$ cat src/rtl/lfsr_pkg.sv
// lfsr_pkg: shared FSM states and seed-mixing helpers for lfsr_bank and lfsr_lane.
package lfsr_pkg;
    localparam int MAX_W = 64;
    typedef enum logic [1:0] {S_WAIT_SEED, S_WARM, S_RUN} state_t;
    // Caller zero-extends v, so only the low w bits are reversed into the low w bits.
    function automatic logic [MAX_W-1:0] bit_rev(input logic [MAX_W-1:0] v, input int unsigned w);
        logic [MAX_W-1:0] r;
        r = {<<{v}};
        return r >> (MAX_W - w);
    endfunction
    function automatic logic [MAX_W-1:0] lane_mix(input logic [MAX_W-1:0] seed, input int unsigned k, input int unsigned w);
        logic [MAX_W-1:0] m;
        m = (k % 3 == 0) ? seed : (k % 3 == 1) ? ~seed : bit_rev(seed, w);
        return m ^ MAX_W'(k);
    endfunction
endpackage

$ cat src/rtl/lfsr_lane.sv
// lfsr_lane: one Fibonacci LFSR register with seed load, zero-lock recovery and sticky stuck flag.
module lfsr_lane #(
    parameter int LANE_W = 11,
    parameter int TAP_HI = 9,
    parameter int TAP_LO = 6
) (
    input  logic              clk,
    input  logic              reset,
    input  logic              i_load,
    input  logic [LANE_W-1:0] i_seed,
    input  logic              i_step,
    output logic [LANE_W-1:0] o_q,
    output logic              o_stuck
);
    logic [LANE_W-1:0] r_q;
    logic              r_stuck;
    logic              w_zero;
    assign w_zero  = (r_q == '0);
    assign o_q     = r_q;
    assign o_stuck = r_stuck;
    always_ff @(posedge clk) begin
        if (reset) begin
            r_q     <= LANE_W'(1);
            r_stuck <= 1'b0;
        end else if (i_load) begin
            r_q     <= (i_seed == '0) ? LANE_W'(1) : i_seed;
            r_stuck <= 1'b0;
        end else if (i_step) begin
            r_q     <= w_zero ? LANE_W'(1) : {r_q[LANE_W-2:0], r_q[TAP_HI] ^ r_q[TAP_LO]};
            r_stuck <= r_stuck | w_zero;
        end
    end
endmodule

$ cat src/rtl/lfsr_bank.sv
// lfsr_bank: bank of LANES seeded LFSR lanes with warm-up FSM and valid/ready output.
// Define LFSR_BANK_FREERUN_EN to step lanes every cycle in S_RUN regardless of rand_ready.
module lfsr_bank
    import lfsr_pkg::*;
#(
    parameter int LANE_W = 11,
    parameter int LANES  = 3,
    parameter int TAP_HI = 9,
    parameter int TAP_LO = 6,
    parameter int WARMUP = 4
) (
    input  logic                    clk,
    input  logic                    reset,
    input  logic [LANE_W-1:0]       seed_i,
    input  logic                    seed_valid,
    output logic                    seed_ready,
    output logic [LANES*LANE_W-1:0] rand_o,
    output logic                    rand_valid,
    input  logic                    rand_ready,
    output logic [LANES-1:0]        lane_stuck
);
    if (LANE_W < 3 || LANE_W > MAX_W || TAP_HI >= LANE_W || TAP_LO >= TAP_HI || TAP_LO < 0 ||
        LANES < 1 || WARMUP < 0 || WARMUP > 255) begin : g_bad_params
        $error("lfsr_bank: illegal LANE_W/TAP_HI/TAP_LO/LANES/WARMUP");
    end
    state_t     r_state;
    logic [7:0] r_cnt;
    logic       r_seed_ready;
    logic       r_rand_valid;
    logic       w_load;
    logic       w_take;
    logic       w_step;
    assign seed_ready = r_seed_ready;
    assign rand_valid = r_rand_valid;
    assign w_load     = seed_valid & r_seed_ready & (seed_i != '0);
`ifdef LFSR_BANK_FREERUN_EN
    assign w_take = 1'b1;
`else
    assign w_take = rand_ready;
`endif
    // A reseed overrides any step in the same cycle.
    assign w_step = ~w_load & ((r_state == S_WARM) | ((r_state == S_RUN) & w_take));
    always_ff @(posedge clk) begin
        if (reset) begin
            r_state      <= S_WAIT_SEED;
            r_cnt        <= '0;
            r_seed_ready <= 1'b1;
            r_rand_valid <= 1'b0;
        end else if (w_load) begin
            r_state      <= (WARMUP == 0) ? S_RUN : S_WARM;
            r_cnt        <= 8'(WARMUP);
            r_seed_ready <= (WARMUP == 0);
            r_rand_valid <= (WARMUP == 0);
        end else if (r_state == S_WARM) begin
            r_cnt <= r_cnt - 8'd1;
            if (r_cnt == 8'd1) begin
                r_state      <= S_RUN;
                r_seed_ready <= 1'b1;
                r_rand_valid <= 1'b1;
            end
        end
    end
    for (genvar k = 0; k < LANES; k++) begin : g_lane
        logic [LANE_W-1:0] w_mix;
        assign w_mix = LANE_W'(lane_mix(MAX_W'(seed_i), k, LANE_W));
        lfsr_lane #(.LANE_W(LANE_W), .TAP_HI(TAP_HI), .TAP_LO(TAP_LO)) u_lane (
            .clk    (clk),
            .reset  (reset),
            .i_load (w_load),
            .i_seed (w_mix),
            .i_step (w_step),
            .o_q    (rand_o[k*LANE_W +: LANE_W]),
            .o_stuck(lane_stuck[k])
        );
    end
endmodule

$ cat config.mk
export PLATFORM = sky130hd
export DESIGN_NAME = lfsr_bank
export DESIGN_NICKNAME = d
export VERILOG_FILES = /design/src/rtl/lfsr_pkg.sv /design/src/rtl/lfsr_lane.sv /design/src/rtl/lfsr_bank.sv
export SDC_FILE = /design/constraint.sdc
export NUM_CORES = 1
export LEC_CHECK = 0
export CAP_MARGIN = 10
export CELL_PAD_IN_SITES_DETAIL_PLACEMENT = 1
export CELL_PAD_IN_SITES_GLOBAL_PLACEMENT = 1
export CORE_MARGIN = 3
export CORE_UTILIZATION = 25
export CTS_BUF_LIST = sky130_fd_sc_hd__clkbuf_2
export DETAILED_ROUTE_END_ITERATION = 6
export GPL_TIMING_DRIVEN = 0
export PLACE_DENSITY = 0.59
export SLEW_MARGIN = 40
export SYNTH_ARGS = -nofsm -noshare
export SYNTH_HDL_FRONTEND = slang
export SYNTH_HIERARCHICAL = 1
export SYNTH_SLANG_ARGS = --single-unit
$ cat constraint.sdc
create_clock -name clk -period 4.1 [get_ports clk]
set_input_delay 0.82 -clock clk [delete_from_list [all_inputs] [get_ports clk]]
set_output_delay 0.82 -clock clk [all_outputs]
set_load 0.02 [all_outputs]
==> results of run 1 <==
==> metrics by stage <==
stage | instances | hold slack [ps] | setup WS, ps | area (µm²)
global route | 449 | 528.2 | 387.8 | 3232
global placement | 440 | 467.9 | -698.9 | 3176
floorplan | 259 | 461.0 | 844.5 | 2494
detailed placement | 440 | 465.6 | 175.2 | 3184
finish | 449 | 489.6 | 639.2 | 3232
CTS | 448 | 495.1 | 665.9 | 3229
==> worst register-to-register path, cell delays in order (launching register included) <==
cell and delay [ps]:
dfxtp_1 400, nand2_1 70, a31o_2 130, inv_1 50, clkbuf_2 380, nor2_4 580
buf_6 220, mux2_2 330, mux2i_1 150, nor2_1 50
==> layout by cell type, fill, tap and decap left out, types with 4 or more instances in the layout <==
cell type         n
mux2i_1          27
dfxtp_1          47
nor4_1           12
xnor2_1           4
nor2b_1           6
nor3_1            9
a21oi_1           5
or4_1             4
mux2_2           27
a211oi_1          8
inv_1            14
nor2_1           37
clkbuf_1          4
clkdlybuf4s50_1  52
clkbuf_2          6
==> cell type report <==
| class | count | area share (%) |
|---|---|---|
| well taps | 129 | 4.994 |
| inverters | 14 | 1.626 |
| multi-input cells | 187 | 44.56 |
| plain buffers | 11 | 2.129 |
| clock buffers | 5 | 0.7743 |
| repair buffers | 52 | 16.11 |
| diodes | 1 | 0.07743 |
| clock inverters | 3 | 0.6194 |
| flip-flops and latches | 47 | 29.11 |
==> cells in the mapped netlist, drive strengths merged (4+ instances only) <==
library cell / instances / area (µm²)
dfxtp: 47 / 940.9
nor2: 38 / 142.6
mux2: 27 / 304.0
mux2i: 27 / 270.3
inv: 14 / 52.55
nor4: 12 / 75.07
nor3: 9 / 45.04
a211oi: 8 / 60.06
buf: 6 / 48.79
nor2b: 6 / 37.54
a21oi: 5 / 25.02
clkbuf: 5 / 18.77
or4: 4 / 30.03
xnor2: 4 / 35.03
==> final timing paths <==
check	from	end	slack (ps)	depth (start not counted)
hold reg to reg	g_lane[0].u_lane/o_stuck$_SDFFE_PP0P_	g_lane[0].u_lane/o_stuck$_SDFFE_PP0P_	490	2
setup reg to reg	seed_ready$_SDFFE_PP1P_	g_lane[0].u_lane/o_q[5]$_SDFFE_PP0P_	1640	9
hold / removal	g_lane[0].u_lane/o_stuck$_SDFFE_PP0P_	g_lane[0].u_lane/o_stuck$_SDFFE_PP0P_	490	2
setup / recovery	seed_i[4]	g_lane[0].u_lane/o_q[5]$_SDFFE_PP0P_	640	10
==> cells by family (layout without fill, tap and decap cells) <==
group	after synthesis	after routing
buf+inv	25	85
mux	54	54
fa+ha+maj	2	2
simple gates	92	92
compound gates	35	35
other cells	0	1
xor+xnor	4	4
flops	47	47
==> layer usage <==
layer	vias up	GRT usage (%)	share of wire, %
met5	-	0	0
met4	0	3.978	0.94
met3	4	2.205	2.8
met2	37	21.90	47
met1	1064	17.62	49
li1	1063	-	-
==> report_power, final <==
| part | internal, W | switching [W] | leakage, nW |
|---|---|---|---|
| sequential | 0.000493 | 0.0000410 | 0.386 |
| combinational | 0.000154 | 0.000151 | 0.834 |
| clock | 0.0000404 | 0.000165 | 0.0250 |
| total | 0.000687 | 0.000358 | 1.25 |
==> state kept, by name (all words and copies together) (netlist names) <==
register,cells
rand_valid,1
g_lane.u_lane/o_stuck,3
g_lane.u_lane/o_q,33
seed_ready,1
r_cnt,8
r_state,1
==> impl_metrics.py, run 1 <==
metrics = {
    "finish": {
        "final_core_util_pct": 34.17,
        "multiInputGateArea_um2": 1440,
        "final-seq-area_um2": 940.9,
        "drive_above_1_share_pct": 18.81,
        "nNetsFinal": 335,
        "nFillCells": 1124,
        "area_growth_syn_to_layout_pct": 29.60,
    },
    "sta": {
        "tns_ps": 0,
        "final_hold_viol_count": 0,
        "finalCritPeriodShare_pct": 84.41,
        "rsz0062_at_grt": "no",
        "relSlewSlack_pct": 58.87,
        "tightest_slew_ps": 617.0,
        "fin_crit_ps": 3461,
        "slew_violations": 0,
        "setup_viol": 0,
        "clock_skew_ps": 23.37,
        "max_freq_ghz": 0.2890,
    },
    "power": {
        "powerDensity_nw_per_um2": 323.3,
        "p_leak_nw": 1.245,
        "power_w": 0.001045,
        "peakVddDrop_v": 0.0001321,
    },
    "placement": {
        "hpwl_um": 5120,
        "place_congestion": 0.7041,
        "place.port_buffers": 52,
    },
    "floorplanning": {
        "coreArea_um2": 9459,
        "rows": 35,
        "die_x_um": 105.9,
        "die_area_um2": 11210,
        "ioPinCount": 53,
        "start_util_pct": 26.36,
        "die_y_um": 105.9,
    },
    "synth": {
        "syn_nets": 276,
        "syn_avg_cell_area_um2": 9.628,
        "synth_mux_area_share_pct": 23.03,
        "ys_ff_latch": 47,
        "synth-simple-area-share_pct": 21.63,
        "syn_area_um2": 2494,
        "synthAdderAreaFrac_pct": 1.004,
        "synth_top_family_by_area": "multiplexers",
        "yosysSeqAreaShare_pct": 37.73,
        "ys_types": 37,
        "ys_warn_count": 6,
        "synth_cells": 259,
        "synth_compound_area_share_pct": 10.39,
        "synth_edf_count": 0,
        "postSynth.asyncResetShare_pct": 0,
        "synthXorXnorAreaFrac_pct": 1.405,
        "synth_ff_type": "dfxtp_1",
    },
    "worst_setup_path": {
        "path_buf_inv": 4,
        "worstPathCellList": "clkdlybuf4s50_1 > nor4_1 > a31o_2 > inv_1 > clkbuf_2 > nor2_4 > buf_6 > mux2_2 > mux2i_1 > nor2_1",
        "critPathArrivalTime_ps": 3790,
        "endpoint_kind": "flop",
        "crit_type": "primary input to flop",
        "max_stage_delay_ps": 610,
        "cp_data_required_time_ps": 4430,
        "cp_slowest_cell": "clkdlybuf4s50_1",
        "critPathLaunchType": "primary input",
        "cp_top_family": "buffers and inverters",
        "cp_max_fo": 27,
    },
    "detailed_routing": {
        "num_vias": 2168,
        "drt-pass1-iter-count": 4,
        "via_per_inst": 4.829,
        "wl_per_cell_um": 16.07,
        "final_antenna_net_count": 0,
        "wl_um": 7214,
        "drt_iter0_markers": 69,
        "drc": 0,
    },
    "clocking": {
        "cts.repair.resized": 0,
        "cts_hold_buf": 0,
        "numCtsBuffers": 5,
        "path_clk_slew_ps": 260,
        "post-cts-setup-buffers": 0,
        "clockBufferDepth": 2,
        "cts_sinks": 47,
        "clock_latency_ps": 420,
        "clock-root-buffer": "clkbuf_2",
        "cts_tree": "built",
        "cts.htree.levels": 2,
    },
    "hold_path": {
        "hold_path.class": "flop to flop",
    },
    "flow_run": {
        "drv_cap": 0,
    },
    "grt": {
        "grt_pass1_wl_um": 11890,
        "grt_start_max_net_pins": 28,
        "antenna_found_initial": 1,
        "grt_util_all_layers_pct": 13.24,
        "grt_overflow": 0,
        "first_global_vias": 2255,
    },
    "status": {
        "status": "finished, final reports clean",
    },
}
(Power assumes the default switching activity.)
==> run 2: changes to the inputs <==
- clock period: 4.1 -> 3.3 ns (I/O delays scaled with it)
==> run 2 against run 1 <==
Net effect: worst setup slack worse by 420 ps; routed wire length is 1.2% higher; utilization is 0.53 points higher; sequential power is 24% higher; total power is 25% higher; count of clock-buffer cells in the layout stayed put; clock skew is 4.2 ps higher; flip-flop and latch count stayed put; critical endpoint unchanged; highest routed layer unchanged.
==> impl_metrics.py, run 2 (synthesized netlist as in run 1, its figures left out) <==
metrics = {
    "finish": {
        "layout_common_cells": "clkdlybuf4s50_1 (52), dfxtp_1 (47), nor2_1 (37)",
        "area_growth_syn_to_layout_pct": 31.61,
        "layout_commonest_cell": "clkdlybuf4s50_1",
        "largest_reg_flops": 33,
        "drive_above_1_share_pct": 20.06,
        "multiInputGateArea_um2": 1440,
        "final-seq-area_um2": 940.9,
        "final_core_util_pct": 34.70,
        "nFillCells": 1118,
        "nNetsFinal": 340,
    },
    "clocking": {
        "clock_latency_ps": 430,
        "path_clk_slew_ps": 260,
        "numCtsBuffers": 5,
        "cts_hold_buf": 0,
        "post-cts-setup-buffers": 0,
        "clockBufferDepth": 2,
        "cts_tree": "built",
        "cts_sinks": 47,
        "cts.htree.levels": 2,
        "cts.repair.resized": 0,
        "clock-root-buffer": "clkbuf_2",
    },
    "detailed_routing": {
        "drt-pass1-iter-count": 4,
        "wl_um": 7297,
        "drt_iter0_markers": 65,
        "wl_per_cell_um": 16.07,
        "via_per_inst": 4.775,
        "num_vias": 2168,
        "drc": 0,
        "final_antenna_net_count": 0,
    },
    "power": {
        "peakVddDrop_v": 0.0001642,
        "p_leak_nw": 1.274,
        "powerDensity_nw_per_um2": 399.4,
        "power_w": 0.001311,
    },
    "placement": {
        "place_congestion": 0.7041,
        "hpwl_um": 5120,
        "place.port_buffers": 52,
    },
    "worst_setup_path": {
        "critPathLaunchType": "primary input",
        "worstRegToRegCells": 10,
        "cp_data_required_time_ps": 3630,
        "endpoint_kind": "flop",
        "cp_max_fo": 27,
        "endpoint": "g_lane[0].u_lane/o_q[5]$_SDFFE_PP0P_",
        "crit_type": "primary input to flop",
        "critPathArrivalTime_ps": 3410,
        "crit_start": "seed_i[4]",
        "reg2reg_from": "seed_ready$_SDFFE_PP1P_",
        "timing.reg2reg.setup_slack_ps": 1030,
        "r2r-end": "g_lane[0].u_lane/o_q[5]$_SDFFE_PP0P_",
    },
    "sta": {
        "tightest_slew_ps": 637.1,
        "setup_viol": 0,
        "rsz0062_at_grt": "no",
        "final_hold_viol_count": 0,
        "clock_skew_ps": 27.55,
        "max_freq_ghz": 0.3251,
        "fin_crit_ps": 3076,
        "timing.hold.ws_ps": 489.6,
        "relSlewSlack_pct": 57.53,
        "slew_violations": 0,
        "finalCritPeriodShare_pct": 93.21,
    },
    "grt": {
        "grt_pass1_wl_um": 11890,
        "grt_start_max_net_pins": 28,
        "grt_util_all_layers_pct": 13.24,
        "grt_overflow": 0,
        "first_global_vias": 2255,
        "antenna_found_initial": 1,
    },
    "floorplanning": {
        "rows": 35,
        "coreArea_um2": 9459,
        "ioPinCount": 53,
        "die_y_um": 105.9,
        "start_util_pct": 26.36,
        "die_x_um": 105.9,
        "die_area_um2": 11210,
    },
    "status": {
        "status": "finished, final reports clean",
    },
    "hold_path": {
        "hold_path.class": "flop to flop",
    },
    "flow_run": {
        "drv_cap": 0,
    },
}
[run 2: routing by layer]
layer	global-route usage, %	up-vias	share of wire, %
li1	-	1071	-
met1	17.62	1056	49
met2	21.90	37	47
met3	2.205	4	2.7
met4	3.978	0	0.93
met5	0	-	0
[run 2: final cells by class]
type,instances,area share [%]
antenna,1,0.07625
buffer,11,2.097
clock buffer,5,0.7625
clock inverter,3,0.6100
inverter,14,1.601
multi-input combinational,187,43.88
sequential,47,28.67
tap,129,4.918
timing repair buffer,57,17.38
[run 2: where the power goes]
| group | switching (W) | internal, W | total [W] |
|---|---|---|---|
| Sequential | 0.0000510 | 0.000612 | 0.000663 |
| Combinational | 0.000191 | 0.000200 | 0.000391 |
| Clock | 0.000207 | 0.0000502 | 0.000257 |
| Total | 0.000448 | 0.000862 | 0.00131 |
[run 2: per-stage QoR]
stage | setup slack [ps] | TNS [ps] | instances | cell area [µm²]
5_1_grt | 39.97 | 0 | 454 | 3282
4_1_cts | 25.92 | 0 | 448 | 3229
6_report | 224.2 | 0 | 454 | 3282
3_5_place_dp | -464.8 | -13140 | 440 | 3184
3_3_place_gp | -1339 | -45120 | 440 | 3176
2_1_floorplan | 204.5 | 0 | 259 | 2494
[run 2: worst min path at each step]
stage / from / endpoint / cells past startpoint
final: g_lane[0].u_lane/o_stuck$_SDFFE_PP0P_ / g_lane[0].u_lane/o_stuck$_SDFFE_PP0P_ / 2
after global routing: g_lane[0].u_lane/o_stuck$_SDFFE_PP0P_ / g_lane[0].u_lane/o_stuck$_SDFFE_PP0P_ / 2
after CTS: g_lane[0].u_lane/o_stuck$_SDFFE_PP0P_ / g_lane[0].u_lane/o_stuck$_SDFFE_PP0P_ / 2
after detailed placement: g_lane[0].u_lane/o_stuck$_SDFFE_PP0P_ / g_lane[0].u_lane/o_stuck$_SDFFE_PP0P_ / 2
after global placement: g_lane[1].u_lane/o_stuck$_SDFFE_PP0P_ / g_lane[1].u_lane/o_stuck$_SDFFE_PP0P_ / 2
after floorplan: r_cnt[7]$_SDFFE_PP0P_ / r_cnt[7]$_SDFFE_PP0P_ / 2
[run 2: worst max-delay path, cell delays in order]
cell,delay (ps)
clkdlybuf4s50_1,620
nor4_1,380
a31o_2,230
inv_1,50
clkbuf_2,390
nor2_4,240
buf_12,150
buf_6,140
mux2_2,330
mux2i_1,150
nor2_1,50
